===== src/rtl/exec_pkg.sv =====
// Shared encodings for the ALU execution controller: datapath width,
// ALU operations, B-operand shift modes and controller states.
package exec_pkg;

    localparam int W = 16;

    typedef enum logic [1:0] {
        OP_ADD  = 2'b00,
        OP_SUB  = 2'b01,
        OP_AND  = 2'b10,
        OP_NOTB = 2'b11
    } op_e;

    typedef enum logic [1:0] {
        SH_NONE = 2'b00,
        SH_LSL1 = 2'b01,
        SH_LSR1 = 2'b10,
        SH_ASR1 = 2'b11
    } shift_e;

    typedef enum logic [2:0] {
        S_IDLE = 3'd0,
        S_RD_A = 3'd1,
        S_RD_B = 3'd2,
        S_EXEC = 3'd3,
        S_WB   = 3'd4,
        S_DONE = 3'd5
    } state_e;

endpackage


===== src/rtl/alu16.sv =====
// Combinational B-operand shifter, 16-bit ALU and {V,N,Z} flag generation.
module alu16
    import exec_pkg::*;
(
    input  op_e           op,
    input  shift_e        shift,
    input  logic [W-1:0]  a,
    input  logic [W-1:0]  b,
    output logic [W-1:0]  result,
    output logic [2:0]    flags
);

    logic [W-1:0] bsh;
    logic         ovf;

    always_comb begin
        bsh = b;
        case (shift)
            SH_NONE: bsh = b;
            SH_LSL1: bsh = {b[W-2:0], 1'b0};
            SH_LSR1: bsh = {1'b0, b[W-1:1]};
            SH_ASR1: bsh = {b[W-1], b[W-1:1]};
            default: bsh = b;
        endcase
    end

    // Overflow: operands' signs (after negating B for SUB) agree but the result's differs.
    always_comb begin
        result = '0;
        ovf    = 1'b0;
        case (op)
            OP_ADD: begin
                result = a + bsh;
                ovf    = (a[W-1] == bsh[W-1]) && (result[W-1] != a[W-1]);
            end
            OP_SUB: begin
                result = a - bsh;
                ovf    = (a[W-1] != bsh[W-1]) && (result[W-1] != a[W-1]);
            end
            OP_AND: result = a & bsh;
            OP_NOTB: result = ~bsh;
            default: result = '0;
        endcase
    end

    assign flags = {ovf, result[W-1], (result == '0)};

endmodule


===== src/rtl/alu_exec_ctrl.sv =====
// Sequencer that reads two register-file operands, runs one ALU op and writes
// the result back, one cycle per phase.
//
// state  | meaning
// IDLE   | waiting for start; captures op/shift/rn/rm/rd
// RD_A   | readnum=rn, load A from rf_data
// RD_B   | readnum=rm, load B from rf_data
// EXEC   | compute result, load C and status
// WB     | write C to register rd
// DONE   | one-cycle done pulse
module alu_exec_ctrl
    import exec_pkg::*;
(
    input  logic          clk,
    input  logic          rst_n,
    input  logic          start,
    input  logic [1:0]    op,
    input  logic [1:0]    shift,
    input  logic [2:0]    rn,
    input  logic [2:0]    rm,
    input  logic [2:0]    rd,
    input  logic [W-1:0]  rf_data,
    output logic [2:0]    readnum,
    output logic [2:0]    writenum,
    output logic          write,
    output logic [W-1:0]  data_in,
    output logic          busy,
    output logic          done,
    output logic [2:0]    status
);

    state_e       state, state_nx;
    op_e          op_q;
    shift_e       shift_q;
    logic [2:0]   rn_q, rm_q, rd_q;
    logic [W-1:0] a_q, b_q, c_q;
    logic [2:0]   status_q;
    logic [W-1:0] alu_result;
    logic [2:0]   alu_flags;

    alu16 u_alu (
        .op     (op_q),
        .shift  (shift_q),
        .a      (a_q),
        .b      (b_q),
        .result (alu_result),
        .flags  (alu_flags)
    );

    always_ff @(posedge clk or negedge rst_n) begin
        if (!rst_n) begin
            state <= S_IDLE;
        end else begin
            state <= state_nx;
        end
    end

    always_comb begin
        state_nx = state;
        readnum  = 3'd0;
        writenum = 3'd0;
        write    = 1'b0;
        busy     = 1'b1;
        done     = 1'b0;
        case (state)
            S_IDLE: begin
                busy = 1'b0;
                if (start) state_nx = S_RD_A;
            end
            S_RD_A: begin
                readnum  = rn_q;
                state_nx = S_RD_B;
            end
            S_RD_B: begin
                readnum  = rm_q;
                state_nx = S_EXEC;
            end
            S_EXEC: state_nx = S_WB;
            S_WB: begin
                write    = 1'b1;
                writenum = rd_q;
                state_nx = S_DONE;
            end
            S_DONE: begin
                done     = 1'b1;
                state_nx = S_IDLE;
            end
            default: begin
                busy     = 1'b0;
                state_nx = S_IDLE;
            end
        endcase
    end

    always_ff @(posedge clk or negedge rst_n) begin
        if (!rst_n) begin
            op_q     <= OP_ADD;
            shift_q  <= SH_NONE;
            rn_q     <= 3'd0;
            rm_q     <= 3'd0;
            rd_q     <= 3'd0;
            a_q      <= '0;
            b_q      <= '0;
            c_q      <= '0;
            status_q <= 3'd0;
        end else begin
            case (state)
                S_IDLE: begin
                    if (start) begin
                        op_q    <= op_e'(op);
                        shift_q <= shift_e'(shift);
                        rn_q    <= rn;
                        rm_q    <= rm;
                        rd_q    <= rd;
                    end
                end
                S_RD_A: a_q <= rf_data;
                S_RD_B: b_q <= rf_data;
                S_EXEC: begin
                    c_q      <= alu_result;
                    status_q <= alu_flags;
                end
                default: ;
            endcase
        end
    end

    assign data_in = c_q;
    assign status  = status_q;

endmodule


===== config.mk =====
export PLATFORM = sky130hd
export DESIGN_NAME = alu_exec_ctrl
export DESIGN_NICKNAME = d
export VERILOG_FILES = /design/src/rtl/exec_pkg.sv /design/src/rtl/alu16.sv /design/src/rtl/alu_exec_ctrl.sv
export SDC_FILE = /design/constraint.sdc
export NUM_CORES = 1
export LEC_CHECK = 0
export CAP_MARGIN = 20
export CORE_MARGIN = 4
export CORE_UTILIZATION = 57
export DETAILED_ROUTE_END_ITERATION = 10
export GPL_ROUTABILITY_DRIVEN = 0
export PLACE_DENSITY_LB_ADDON = 0.08
export SLEW_MARGIN = 10
export SYNTH_ARGS = -nofsm -noshare
export SYNTH_HDL_FRONTEND = slang
export SYNTH_SLANG_ARGS = --single-unit

===== constraint.sdc =====
create_clock -name clk -period 4.8 [get_ports clk]
set_input_delay 0.72 -clock clk [delete_from_list [all_inputs] [get_ports clk]]
set_output_delay 0.72 -clock clk [all_outputs]
set_load 0.05 [all_outputs]

==> qor.yml <==
critical_path:
  worstSetupStartpointType: "register"
  cp_max_fo: 29
  r2r_setup_slack_ps: 630
  crit_required_ps: 5060
  slowest_delay_ps: 880
  crit_slowest_cell: "dfrtp_1"
  endpoint: "status[0]$_DFFE_PN0P_"
  critPathArrivalTime_ps: 4430
  crit_type: "reg -> reg"
  reg2reg_depth: 15
  crit_start: "shift_q[1]$_DFFE_PN0P_"
  worstSetupEndpointType: "register"
  reg2reg_to: "status[0]$_DFFE_PN0P_"
  crit_chain: "nor2_1 -> a22oi_1 -> inv_1 -> ha_1 -> inv_1 -> fa_1 -> nand2b_4 -> a2111o_1 -> a2111o_1 -> a211oi_2 -> o2111a_1 -> a211oi_2 -> a221oi_2 -> nor4b_2 -> a22o_1"
  reg2reg_from: "shift_q[1]$_DFFE_PN0P_"
status:
  status: "finished clean"
yosys:
  synth_most_common_cell: "dfrtp_1"
  synth_top_area_cell: "dfrtp_1"
  synth_edf_count: 0
  ys_seq_area_share_pct: 33.4
  synth_area_leaders: "dfrtp_1, mux2_2, ha_1"
  synthTopCellsByCount: "dfrtp_1, mux2_2, nand2_1, o21ai_0, inv_1"
  netlist_area_um2: 4950
  ys.flop_type: "dfrtp_1"
  synth.avg_cell_area_um2: 9.37
  ys_async_sr_fraction_pct: 100
  yosysWarnings: 0
  syn-num-nets: 595
  synthCells: 528
  synth-seq-cells: 66
  yosys.cell_types.count: 76
  synthDominantCellAreaShare_pct: 33.4
die:
  die_h_um: 101
  placementRows: 33
  core_um2: 8340
  die-area_um2: 10200
  start_util_pct: 59.3
  die_width_um: 101
  ioPinCount: 60
placement:
  portBuffers: 59
  hpwlAfterDp_um: 8580
drt:
  post-route-drc-count: 0
  drt_wl_total_um: 11500
  num_vias: 4095
  drt_iter0_drc: 303
  final_antenna_net_count: 0
  wl_per_cell_um: 16.8
  dr.pass1.iters: 5
  routed_via_density: 5.99
sta:
  slew_violations: 0
  fin_skew_ps: 10.2
  fin_crit_sh_pct: 87.0
  maxSlewHeadroom_pct: 45.3
  max_freq_mhz: 240
  hold_viol_final: 0
  rsz0062_at_grt: "no"
  setup_violations: 0
  fin_setup_tns_ps: 0
  tightest_slew_ps: 820
  fin_crit_ps: 4170
grt:
  grt_max_degree: 67
  grt_pass1_wl_um: 19200
  grt_pass1_vias: 3979
  track_usage_pct: 23.6
  antenna_found_initial: 0
  grt_overflow: 0
layout:
  n_antenna_cell: 0
  fin_nets: 641
  drive_gt1_share_pct: 16.1
  area_growth_pct: 17.8
clock_network:
  numCtsBuffers: 9
  cts_num_sinks: 66
  clockRootBuffer: "clkbuf_8"
  clock_path_buffers: 2
  h-tree-depth: 3
  tritoncts: "yes"
  cts_resized: 0
  postCtsSetupBuffers: 0
  clkSlewWorstSetupHoldPaths_ps: 80
  cts_hold_buf: 0
  clk_latency_ps: 360
min_path:
  hold_path.startpoint: "data_in[9]$_DFFE_PN0P_"
  hp-class: "reg -> reg"
flow_run:
  cap_violations: 0
[critical path, delay by kind of cell (launching register included)]
kind | cells | cell delay [ps]
compound gates | 8 | 2270
simple gates | 3 | 270
buf+inv | 2 | 200
fa+ha+maj | 2 | 440
flops | 1 | 880
[worst min-delay path by stage]
stage,end,slack [ps],depth (start not counted)
after CTS,data_in[3]$_DFFE_PN0P_,490,2
after floorplan,a_q[0]$_DFFE_PN0N_,420,0
after global placement,data_in[8]$_DFFE_PN0P_,460,1
after global routing,data_in[3]$_DFFE_PN0P_,520,2
after detailed placement,data_in[3]$_DFFE_PN0P_,470,2
final,data_in[9]$_DFFE_PN0P_,480,2
[final cells by class]
type / instances / area (µm²)
Multi-Input combinational cell: 393 / 3030
Fill cell: 671 / 2510
Sequential cell: 66 / 1650
Timing Repair Buffer: 67 / 646
Clock buffer: 11 / 141
Inverter: 37 / 139
Tap cell: 105 / 131
Clock inverter: 5 / 85.1
[placed cells by master, fill, tap and decap left out, types with 4 or more instances in the layout]
cell | Yosys | final
a211oi_1 | 6 | 6
a21o_1 | 9 | 9
a21oi_1 | 30 | 30
a22o_1 | 4 | 4
and2_1 | 4 | 4
and3_1 | 4 | 4
buf_4 | 2 | 8
clkbuf_8 | 0 | 10
clkdlybuf4s50_1 | 0 | 58
dfrtp_1 | 66 | 66
ha_1 | 33 | 33
inv_1 | 34 | 34
mux2_2 | 48 | 48
mux2i_1 | 23 | 23
nand2_1 | 41 | 41
nand2b_1 | 4 | 4
nand3_1 | 7 | 7
nor2_1 | 29 | 29
nor2b_1 | 5 | 5
nor3_1 | 9 | 9
o211ai_1 | 12 | 12
o21ai_0 | 36 | 36
o21ai_1 | 7 | 7
o21bai_1 | 5 | 5
[stage by stage]
stage	setup slack, ps	area (µm²)	hold slack (ps)	utilization, %	cells
finish	626	5830	482	69.9	684
global route	262	5830	515	69.9	684
CTS	653	5830	489	69.9	684
detailed placement	659	5600	470	67.1	668
global placement	798	5600	459	67.1	668
floorplan	1150	4950	424	-	528
[registers in the layout (all words and copies together), names as in the netlist]
name / cells
b_q: 16
rn_q: 3
op_q: 2
status: 3
a_q: 16
rm_q: 3
state: 3
rd_q: 3
data_in: 15
shift_q: 2
[per-layer routing]
layer	routed length, µm	GRT usage (%)	vias to the layer above
li1	-	-	2005
met1	5400	34.5	1923
met2	4980	35.0	156
met3	998	4.82	11
met4	139	7.57	0
met5	0	0	-
[cells by family after synthesis]
group                      Yosys count  share of synthesized area, %
DFF                                 66                          33.4
xor gates and xnor gates             6                          1.06
adders and majority gates           35                          9.16
AOI/OAI and AO/OA                  151                          21.1
and+or+nand+nor                    127                          13.1
muxes                               74                          16.7
buffers and inverters               69                          5.51
Power is left out: the tool's default activity adds up to more than one toggle a clock period on the data nets, which glitch-free logic cannot reach.
